$ cat src/rtl/multi_mode_buffer_seq.sv
// -----------------------------------------------------------------------------
// multi_mode_buffer_seq
//
// Sequencer for the multi-mode input buffer in front of the systolic array.
// A LOAD command fills the buffer with BUFFER_DEPTH beats in load mode. A
// STREAM command pushes cmd_len beats through in stream mode, then drains
// the diagonal skew so that every lane sees its full window.
//
// Ports
//   clk, rst_n          clock, asynchronous active-low reset
//   cmd_valid/ready     command handshake (accepted only while idle)
//   cmd_op              0 = LOAD, 1 = STREAM
//   cmd_len             STREAM beat count (ignored for LOAD)
//   in_valid/ready      upstream data beat handshake
//   buf_mode            buffer mode: 0 = load, 1 = stream (holds while idle)
//   buf_shift_en        advance the buffer this cycle
//   lane_en             skewed per-lane data-valid mask
//   out_valid           result beat at the array edge (lane_en[N-1])
//   busy                a command is in progress
//   done                one-cycle completion pulse, first idle cycle
//   perf_stall_cycles   saturating count of upstream stall cycles
//                       (only when MULTI_MODE_BUFFER_SEQ_PERF_EN is defined)
// -----------------------------------------------------------------------------
module multi_mode_buffer_seq #(
  parameter int NUMBER_OF_BUFFERS = 4,
  parameter int BUFFER_DEPTH      = NUMBER_OF_BUFFERS,
  parameter int LEN_WIDTH         = 16
) (
  input  logic                         clk,
  input  logic                         rst_n,
  input  logic                         cmd_valid,
  output logic                         cmd_ready,
  input  logic                         cmd_op,
  input  logic [LEN_WIDTH-1:0]         cmd_len,
  input  logic                         in_valid,
  output logic                         in_ready,
  output logic                         buf_mode,
  output logic                         buf_shift_en,
  output logic [NUMBER_OF_BUFFERS-1:0] lane_en,
  output logic                         out_valid,
  output logic                         busy,
  output logic                         done
`ifdef MULTI_MODE_BUFFER_SEQ_PERF_EN
  ,
  output logic [31:0]                  perf_stall_cycles
`endif
);

  localparam int N        = NUMBER_OF_BUFFERS;
  localparam int LOAD_CW  = $clog2(BUFFER_DEPTH + 1);
  localparam int DRAIN_CW = $clog2(N + 1);

  typedef enum logic [1:0] {
    S_IDLE,
    S_LOAD,
    S_STREAM,
    S_DRAIN
  } state_t;

  state_t               state_q, state_d;
  logic [LOAD_CW-1:0]   load_cnt;
  logic [LEN_WIDTH-1:0] stream_cnt;
  logic [DRAIN_CW-1:0]  drain_cnt;
  logic                 done_d;

  // State register.
  always_ff @(posedge clk or negedge rst_n) begin
    if (!rst_n) begin
      state_q <= S_IDLE;
    end else begin
      state_q <= state_d;
    end
  end

  // Next-state and handshake/strobe outputs.
  always_comb begin
    // NOTE: every signal assigned here gets a default first, so no path
    // through the case can leave it unassigned and infer a latch.
    state_d      = state_q;
    cmd_ready    = 1'b0;
    in_ready     = 1'b0;
    buf_shift_en = 1'b0;
    done_d       = 1'b0;
    unique case (state_q)
      S_IDLE: begin
        cmd_ready = 1'b1;
        if (cmd_valid) begin
          if (!cmd_op) begin
            state_d = S_LOAD;
          end else if (cmd_len != '0) begin
            state_d = S_STREAM;
          end else begin
            // Zero-length stream: nothing to move, just acknowledge.
            done_d = 1'b1;
          end
        end
      end
      S_LOAD: begin
        in_ready     = 1'b1;
        buf_shift_en = in_valid;
        if (in_valid && load_cnt == LOAD_CW'(1)) begin
          state_d = S_IDLE;
          done_d  = 1'b1;
        end
      end
      S_STREAM: begin
        in_ready     = 1'b1;
        buf_shift_en = in_valid;
        if (in_valid && stream_cnt == LEN_WIDTH'(1)) begin
          state_d = S_DRAIN;
        end
      end
      S_DRAIN: begin
        buf_shift_en = 1'b1;
        if (drain_cnt == DRAIN_CW'(1)) begin
          state_d = S_IDLE;
          done_d  = 1'b1;
        end
      end
      default: state_d = S_IDLE;
    endcase
  end

  // Counters, skew mask, mode and completion pulse.
  always_ff @(posedge clk or negedge rst_n) begin
    if (!rst_n) begin
      load_cnt   <= '0;
      stream_cnt <= '0;
      drain_cnt  <= '0;
      lane_en    <= '0;
      buf_mode   <= 1'b0;
      done       <= 1'b0;
    end else begin
      // NOTE: sequential state uses non-blocking assignments so every
      // register samples pre-edge values regardless of statement order.
      done <= done_d;
      unique case (state_q)
        S_IDLE: begin
          if (cmd_valid) begin
            if (!cmd_op) begin
              load_cnt <= LOAD_CW'(BUFFER_DEPTH);
              buf_mode <= 1'b0;
            end else if (cmd_len != '0) begin
              stream_cnt <= cmd_len;
              buf_mode   <= 1'b1;
            end
          end
        end
        S_LOAD: begin
          if (in_valid) begin
            load_cnt <= load_cnt - LOAD_CW'(1);
          end
        end
        S_STREAM: begin
          if (in_valid) begin
            stream_cnt <= stream_cnt - LEN_WIDTH'(1);
            // Shift a one in at lane 0; the shift form also covers N == 1.
            lane_en    <= (lane_en << 1) | N'(1);
            if (stream_cnt == LEN_WIDTH'(1)) begin
              drain_cnt <= DRAIN_CW'(N);
            end
          end
        end
        S_DRAIN: begin
          lane_en   <= lane_en << 1;
          drain_cnt <= drain_cnt - DRAIN_CW'(1);
        end
        default: ;
      endcase
    end
  end

  assign out_valid = lane_en[N-1];
  assign busy      = (state_q != S_IDLE);

`ifdef MULTI_MODE_BUFFER_SEQ_PERF_EN
  // Upstream stall cycles while the buffer is waiting on data; saturating.
  always_ff @(posedge clk or negedge rst_n) begin
    if (!rst_n) begin
      perf_stall_cycles <= '0;
    end else if ((state_q == S_LOAD || state_q == S_STREAM) && !in_valid &&
                 perf_stall_cycles != '1) begin
      perf_stall_cycles <= perf_stall_cycles + 32'd1;
    end
  end
`endif

endmodule

$ cat config.mk
export PLATFORM = sky130hd
export DESIGN_NAME = multi_mode_buffer_seq
export DESIGN_NICKNAME = d
export VERILOG_FILES = /design/src/rtl/multi_mode_buffer_seq.sv
export SDC_FILE = /design/constraint.sdc
export NUM_CORES = 1
export LEC_CHECK = 0
export CORE_MARGIN = 3
export CORE_UTILIZATION = 45
export CTS_CLUSTER_SIZE = 25
export DETAILED_ROUTE_END_ITERATION = 16
export PLACE_DENSITY_LB_ADDON = 0.08
export SLEW_MARGIN = 5
export SYNTH_ARGS = -nofsm -noshare
export SYNTH_HDL_FRONTEND = slang
export SYNTH_SLANG_ARGS = --single-unit
$ cat constraint.sdc
create_clock -name clk -period 2.6 [get_ports clk]
set_input_delay 0.26 -clock clk [delete_from_list [all_inputs] [get_ports clk]]
set_output_delay 0.26 -clock clk [all_outputs]
set_load 0.02 [all_outputs]
# ---- After elaboration in Yosys (flattened, before gate mapping)
# Index checks and enable logic that the tools add are counted.
dict set report word_totals {
  mem_bits_rw 0
  register_bits 30
  output_inout_bits 11
  mem_bits_ro 0
  in_bits 21
  n_memories 0
  latchBits 0
}
dict set report classes {
  n_mul 0
  n_shift 0
  mux 32
  n_eq_ne 18
  n_reduce_logical 15
  n_div 0
  n_bitwise 0
  order_cmp 0
  n_addsub 3
}
# cell count
set ops {}
lappend ops {{16-bit two-way mux} 4}
lappend ops {{16-bit one-hot mux with 2 select lines} 1}
lappend ops {{2-bit inequality test, second input constant} 10}
lappend ops {{16-bit by 1-bit equality test with 1-bit output, second input constant} 1}
lappend ops {{16-bit nonzero test} 1}
lappend ops {{16-bit by 1-bit subtractor with 16-bit output, second input constant} 1}
lappend ops {{3-bit two-way mux} 5}
lappend ops {{2-bit two-way mux} 6}
lappend ops {{3-bit one-hot mux with 2 select lines} 2}
lappend ops {{5-bit AND reduction} 2}
lappend ops {{1-bit two-way mux} 9}
lappend ops {{2-bit one-hot mux with 4 select lines} 1}
lappend ops {{4-bit one-hot mux with 2 select lines} 1}
lappend ops {{2-bit nonzero test} 4}
lappend ops {{3-bit by 1-bit equality test with 1-bit output, second input constant} 2}
lappend ops {{3-bit AND reduction} 2}
lappend ops {{3-bit by 1-bit subtractor with 3-bit output, second input constant} 2}
lappend ops {{2-bit equality test, second input constant} 2}
lappend ops {{4-bit two-way mux} 1}
lappend ops {{4-bit AND reduction} 1}
lappend ops {{3-bit inequality test, second input constant} 1}
lappend ops {{1-bit one-hot mux with 3 select lines} 1}
lappend ops {{2-bit by 1-bit equality test with 1-bit output, second input constant} 1}
lappend ops {{1-bit logical AND} 2}
lappend ops {{5 further kinds} 5}

# ---- Depth between registers and ports, before layout
# Gate-level depths: netlist (run 1).
dict set report depth {
  word_depth 5
  depth_mapped 9
}

# ---- Worst setup path before layout (run 1)
# Ideal clock, no wire load.
dict set report synth_path {
  path_type {register to register}
  start {register state_q[0]}
  end {register stream_cnt[8]}
  stages_incl_launch_ff 10
  setup_slack_ns 0.419
  t_arrival_ns 2.104
  period_less_slack_ns 2.181
  t_required_ns 2.523
  cell_sequence {dfrtp_1 inv_1 ha_1 clkbuf_1 and3_1 a21boi_0 a21o_1 clkbuf_1 a21oi_1 a21oi_1}
}
dict set report synth_between {
  elab_chain_len 3
  elab_cells_between_ends 9
}
# element line_no
set synth_lines {}
lappend synth_lines {{start: declaration} 60} ;# state_t state_q, state_d;
lappend synth_lines {{start signal: assignment} 71} ;# state_q <= state_d;
lappend synth_lines {{2-bit equality test or 2-bit logical NOT (tied branches)} 137} ;# unique case (state_q)
lappend synth_lines {{2-bit inequality test (no source line) or 2-bit nonzero test (tied branches)} -}
lappend synth_lines {{5-bit AND reduction (no source line)} -}
lappend synth_lines {{end signal: assignment} 144} ;# stream_cnt <= cmd_len;
lappend synth_lines {{end signal: assignment} 156} ;# stream_cnt <= stream_cnt - LEN_WIDTH'(1);
lappend synth_lines {{end: declaration} 62} ;# logic [LEN_WIDTH-1:0] stream_cnt;
# Several ways; a longest one is shown, not always the timed one.
# A chain may end at the register's enable or synchronous reset.

# ---- Final worst setup path (run 1)
dict set report layout_path {
  start {register stream_cnt[4]}
  end {register state_q[0]}
}
dict set report layout_between {
  elab_chain_len 4
}
# element line_no
set layout_lines {}
lappend layout_lines {{16-bit by 1-bit equality test with 1-bit output} 109} ;# if (in_valid && stream_cnt == LEN_WIDTH'(1)) begin
lappend layout_lines {{1-bit logical AND} 109}
lappend layout_lines {{2-bit inequality test (no source line)} -}
lappend layout_lines {{5-bit AND reduction (no source line)} -}
# Every way passes these cells.

==> flow_summary.ini, run 1 <==
[placement]
portBuffers = 31
place.gp.congestion = 0.780
dp_cells = 304
dp_hpwl_mm = 3.45
dpl_worst_slack_ns = 0.353

[cts]
cts_setup_buffers = 0
cts.clk_slew.worst_paths_ns = 0.07
cts-htree-levels = 2
ctsLongestPathBuffers = 2
clk_latency_ns = 0.27
ctsResizeCount = 0
cts-root-buf = clkbuf_8
cts_buffers = 5
hold_buffers = 0
cts_sinks = 30
cts_tree = yes

[floorplanning]
die_h_um = 72.4
start_util_pct = 48.3
die_w_um = 72.4
ios = 32
core_area_mm2 = 0.00412
fp-row-count = 23
die_area_mm2 = 0.00525

[final_layout]
final_common_cell = clkdlybuf4s50_1
layout-area-overhead-vs-synth_pct = 24.3
antenna_cells = 0
fin_util_pct = 60.0
final_cell_count_no_fill = 312
fill_cells = 356
layout_common_cells = clkdlybuf4s50_1 (31), dfrtp_1 (30), a21oi_1 (21)
fin_nets = 293
drive_gt1_share_pct = 9.54

[timing]
tns_ns = 0
hold_viol = 0
grt_setup_unrepaired = false
period_share_pct = 85.3
fmax_mhz = 451
worst_pin_slew_ns = 0.605
fin_ws_ns = 0.383
finClkSkew_ns = 0.00665
finalMaxSlewViolations = 0
setup_viol = 0
min_period_ns = 2.22
slew_headroom_pct = 59.3

[routing]
vias_per_cell = 5.68
dr.pass1.iters = 4
drc_errors = 0
ant_nets = 0
routed-wl-met3_um = 235
totalWireLength_mm = 4.70
drtIter0Drc = 153
vias = 1772
wl_per_cell_um = 15.1
top_layer = met4
wl_met1_mm = 2.41
met2_length_mm = 2.03

[yosys]
ys_seq_elements = 30
synthArstFlopShare_pct = 100
synth_cells = 225
avgSynthCellArea_um2 = 8.83
ys.flop_type = dfrtp_1
synth_cell_types = 49
synth-edff-count = 0
yosysSeqAreaShare_pct = 37.8
yosysWarnings = 0
syn_area_mm2 = 0.00199
synth_fp_nets = 257

[worst_setup_path]
end_kind = flop
critPathArrivalTime_ns = 2.41
worstSetupPathType = flop to flop
start_kind = flop
required_ns = 2.80
reg2reg_slack_ns = 0.38
worstPathMaxFanout = 7

[flow_run]
maxCapViolCount = 0

[grt]
grt_overflow = 0
grt_pass1_wl_mm = 7.74
grt_max_degree = 31
grt.total_usage_pct = 18.7
antenna_found_initial = 0
grt_pass1_vias = 1560

[run_status]
status = complete, no violations

[power_and_ir_drop]
p_leak_nw = 1.01
ir_worst_vdd_uv = 559
p_per_area_mw_per_mm2 = 1110

[worst_hold_path]
hold_path.class = input pin to asynchronous set/reset pin
==> sequential cells by signal, indices dropped and copies added, names as in the netlist <==
| register | flops |
|---|---|
| stream_cnt | 16 |
| done | 1 |
| load_cnt | 3 |
| lane_en | 4 |
| buf_mode | 1 |
| state_q | 2 |
| drain_cnt | 3 |
==> per-stage QoR <==
stage	power [mW]	area, um^2	hold WS [ns]
final	2.75	2470	0.381
after global routing	2.98	2470	0.400
after CTS	2.77	2470	0.391
after detailed placement	2.36	2380	0.475
after global placement	2.35	2380	0.468
after floorplan	1.88	1990	-0.0356
==> logic make-up (layout without fill, tap and decap cells) <==
| family | count (synthesis) | after routing | synth area share (%) |
|---|---|---|---|
| AND/OR/NAND/NOR | 81 | 81 | 22.9 |
| AO/OA/AOI/OAI | 70 | 70 | 23.3 |
| flip-flops | 30 | 30 | 37.8 |
| buffers and inverters | 25 | 62 | 4.98 |
| adder cells (fa/ha/maj) | 11 | 11 | 6.93 |
| multiplexers | 6 | 6 | 3.15 |
| XOR/XNOR | 2 | 2 | 0.882 |
==> path summary, 6_finish.rpt <==
kind | start | endpoint | depth (start not counted)
worst max-delay path | stream_cnt[4]$_DFFE_PN0P_ | state_q[0]$_DFFE_PN0P_ | 5
worst min-delay path | rst_n | stream_cnt[6]$_DFFE_PN0P_ | 2
worst max register to register | stream_cnt[4]$_DFFE_PN0P_ | state_q[0]$_DFFE_PN0P_ | 5
worst min register to register | load_cnt[1]$_DFFE_PN0P_ | load_cnt[1]$_DFFE_PN0P_ | 2
max in group asynchronous | rst_n | load_cnt[1]$_DFFE_PN0P_ | 2
min in group clk | load_cnt[1]$_DFFE_PN0P_ | load_cnt[1]$_DFFE_PN0P_ | 2
==> per-layer routing <==
metal	track usage, %	up-vias
met5	0	-
met4	4.10	0
met3	4.57	2
met2	25.6	43
met1	29.4	823
li1	-	904
==> worst max-delay path, stage by stage (launching register included) <==
cell and delay, ns:
dfrtp_1 0.45, or4_1 0.59, or2_4 0.32, o31ai_4 0.31, and3_1 0.26, mux2i_1 0.20
==> cell usage after synthesis, types with 2 or more instances <==
library cell | instances | area, um^2
and4_1 | 2 | 17.5
nand4b_1 | 2 | 17.5
nand3_1 | 6 | 30.0
inv_1 | 15 | 56.3
a31oi_1 | 2 | 12.5
or4_1 | 2 | 15.0
o21ai_0 | 17 | 85.1
dfrtp_1 | 30 | 751
a21boi_0 | 3 | 22.5
o32a_1 | 2 | 20.0
nand3b_1 | 2 | 15.0
o211a_1 | 2 | 20.0
o22ai_1 | 7 | 43.8
a21oi_1 | 21 | 105
mux2i_1 | 4 | 40.0
nand2b_1 | 4 | 25.0
nor4_1 | 7 | 43.8
nor3_1 | 8 | 40.0
ha_1 | 11 | 138
mux2_2 | 2 | 22.5
and3_1 | 2 | 12.5
a21o_1 | 2 | 15.0
nor2b_1 | 2 | 12.5
nand2_1 | 17 | 63.8
clkbuf_1 | 7 | 26.3
nor2_1 | 15 | 56.3
nand4_1 | 5 | 31.3
o32ai_1 | 2 | 17.5
a211o_1 | 2 | 17.5
o22a_1 | 2 | 17.5
o21a_1 | 2 | 15.0
==> final cells by class <==
class                           instances  area [um^2]  share of cell area [%]
Clock inverter                          1         5.00                   0.203
Sequential cell                        30          751                    30.4
Inverter                               15         56.3                    2.28
Timing Repair Buffer                   39          370                    15.0
Multi-Input combinational cell        170         1140                    46.0
Clock buffer                            7         86.3                    3.50
Tap cell                               50         62.6                    2.54
==> power by group <==
| part | internal [mW] | switching [mW] |
|---|---|---|
| combinational | 0.664 | 0.766 |
| sequential | 0.696 | 0.233 |
| clock | 0.213 | 0.175 |
| total | 1.57 | 1.17 |
No activity file was read; power rests on OpenSTA's default activity.
==> inputs of run 2 (changes only) <==
Settings changed: SETUP_SLACK_MARGIN set to 0.05.
==> results of run 2 <==
Final layout, timing and power as in run 1 (identical DEF).
==> inputs of run 3 (changes only) <==
Settings changed: RECOVER_POWER set to 50.
==> flow_summary.ini, run 3 (synthesized netlist as in run 1, its figures left out) <==
[final_layout]
fin_nets = 293
antenna_cells = 0
fin_util_pct = 59.9
largest_reg_flops = 16
layout_common_cells = dfrtp_1 (30), clkdlybuf4s50_1 (25), a21oi_1 (21)
final_common_cell = dfrtp_1
fill_cells = 358
layout-area-overhead-vs-synth_pct = 24.1
regMostFlops = stream_cnt
reg_top3 = stream_cnt: 16 flops, lane_en: 4 flops
drive_gt1_share_pct = 9.16

[cts]
cts_buffers = 5
ctsLongestPathBuffers = 2
cts.clk_slew.worst_paths_ns = 0.07
cts-root-buf = clkbuf_8
cts_setup_buffers = 0
ctsResizeCount = 0
cts_sinks = 30
clk_latency_ns = 0.27
hold_buffers = 0
cts_tree = yes
cts-htree-levels = 2

[timing]
fmax_mhz = 451
finClkSkew_ns = 0.00665
min_period_ns = 2.22
slew_headroom_pct = -12.5
setup_viol = 0
period_share_pct = 85.3
worst_pin_slew_ns = 1.69
hold_viol = 0
tns_ns = 0
grt_setup_unrepaired = false
finalMaxSlewViolations = 31

[routing]
dr.pass1.iters = 4
drc_errors = 0
vias_per_cell = 5.68
vias = 1773
drtIter0Drc = 153
ant_nets = 0
totalWireLength_mm = 4.70
wl_per_cell_um = 15.1

[worst_setup_path]
worstSetupPathType = flop to flop
required_ns = 2.80
crit_end = state_q[0]$_DFFE_PN0P_
reg2reg_slack_ns = 0.38
critPathArrivalTime_ns = 2.41
cpMaxStageDelayCell = or4_1
end_kind = flop
crit_chain = or4_1, or2_4, o31ai_4, and3_1, mux2i_1
r2r_end = state_q[0]$_DFFE_PN0P_
start_kind = flop
slowest_delay_ns = 0.59
r2r_start = stream_cnt[4]$_DFFE_PN0P_
crit_path_start = stream_cnt[4]$_DFFE_PN0P_
worstPathMaxFanout = 7
rr_worst_depth = 5

[floorplanning]
die_h_um = 72.4
die_w_um = 72.4
ios = 32
start_util_pct = 48.3
fp-row-count = 23
die_area_mm2 = 0.00525
core_area_mm2 = 0.00412

[grt]
grt_max_degree = 31
grt_pass1_vias = 1560
grt_overflow = 0
grt_pass1_wl_mm = 7.74
grt.total_usage_pct = 18.7
antenna_found_initial = 0

[worst_hold_path]
hold_path.class = flop to flop

[flow_run]
maxCapViolCount = 1

[power_and_ir_drop]
p_leak_nw = 1.01
ir_worst_vdd_uv = 559
p_per_area_mw_per_mm2 = 1110

[run_status]
violations = max-capacitance violations, max-slew violations
status = complete, but fails checks

[placement]
dp_hpwl_mm = 3.45
place.gp.congestion = 0.780
portBuffers = 31
-- run 3: changes by cell type in the layout (fill, tap and decap cells not counted), sizes merged --
cell and change:
clkdlybuf4s50 -6, dlygate4sd3 +6, buf -1, clkbuf +1
-- run 3: metrics by stage --
stage | std cells | power (mW) | hold WS, ns | instance area, um^2 | setup slack, ns
floorplan | 225 | 1.88 | -0.0356 | 1990 | 0.419
global placement | 304 | 2.35 | 0.468 | 2380 | 0.310
detailed placement | 304 | 2.36 | 0.475 | 2380 | 0.353
CTS | 312 | 2.77 | 0.391 | 2470 | 0.375
global route | 312 | 2.97 | 0.516 | 2460 | 0.219
finish | 312 | 2.73 | 0.484 | 2460 | 0.383
-- run 3: worst min-delay path by stage --
stage,end,from,cells after the start
after floorplan,buf_mode$_DFFE_PN0P_,rst_n,0
after global placement,load_cnt[1]$_DFFE_PN0P_,load_cnt[1]$_DFFE_PN0P_,2
after detailed placement,load_cnt[1]$_DFFE_PN0P_,load_cnt[1]$_DFFE_PN0P_,2
after CTS,stream_cnt[6]$_DFFE_PN0P_,rst_n,2
after global routing,load_cnt[1]$_DFFE_PN0P_,load_cnt[1]$_DFFE_PN0P_,2
final,load_cnt[1]$_DFFE_PN0P_,load_cnt[1]$_DFFE_PN0P_,2
-- run 3: per-layer routing --
layer  vias up  track usage [%]  part of all wire [%]
met3         2             4.57                   5.0
met4         0             4.10                  0.47
met2        43             25.6                    43
met5         -                0                     0
li1        905                -                     -
met1       823             29.4                    51
-- run 3: worst max-delay path, delay by kind of cell, from the launching register on --
family	cells	cell delay [ns]
DFF	1	0.45
muxes	1	0.20
AOI/OAI and AO/OA	1	0.31
and+or+nand+nor	3	1.17
-- run 3: cell type report --
class	instances	area, um^2	share of cell area (%)
inverter	15	56.3	2.29
clock buffer	7	86.3	3.50
timing repair buffer	39	367	14.9
multi-input combinational	170	1140	46.1
clock inverter	1	5.00	0.203
tap	50	62.6	2.54
sequential	30	751	30.5
-- run 3: power breakdown --
part,internal [mW],total (mW),switching [mW]
sequential,0.696,0.927,0.231
clock,0.213,0.388,0.175
combinational,0.651,1.42,0.766
total,1.56,2.73,1.17
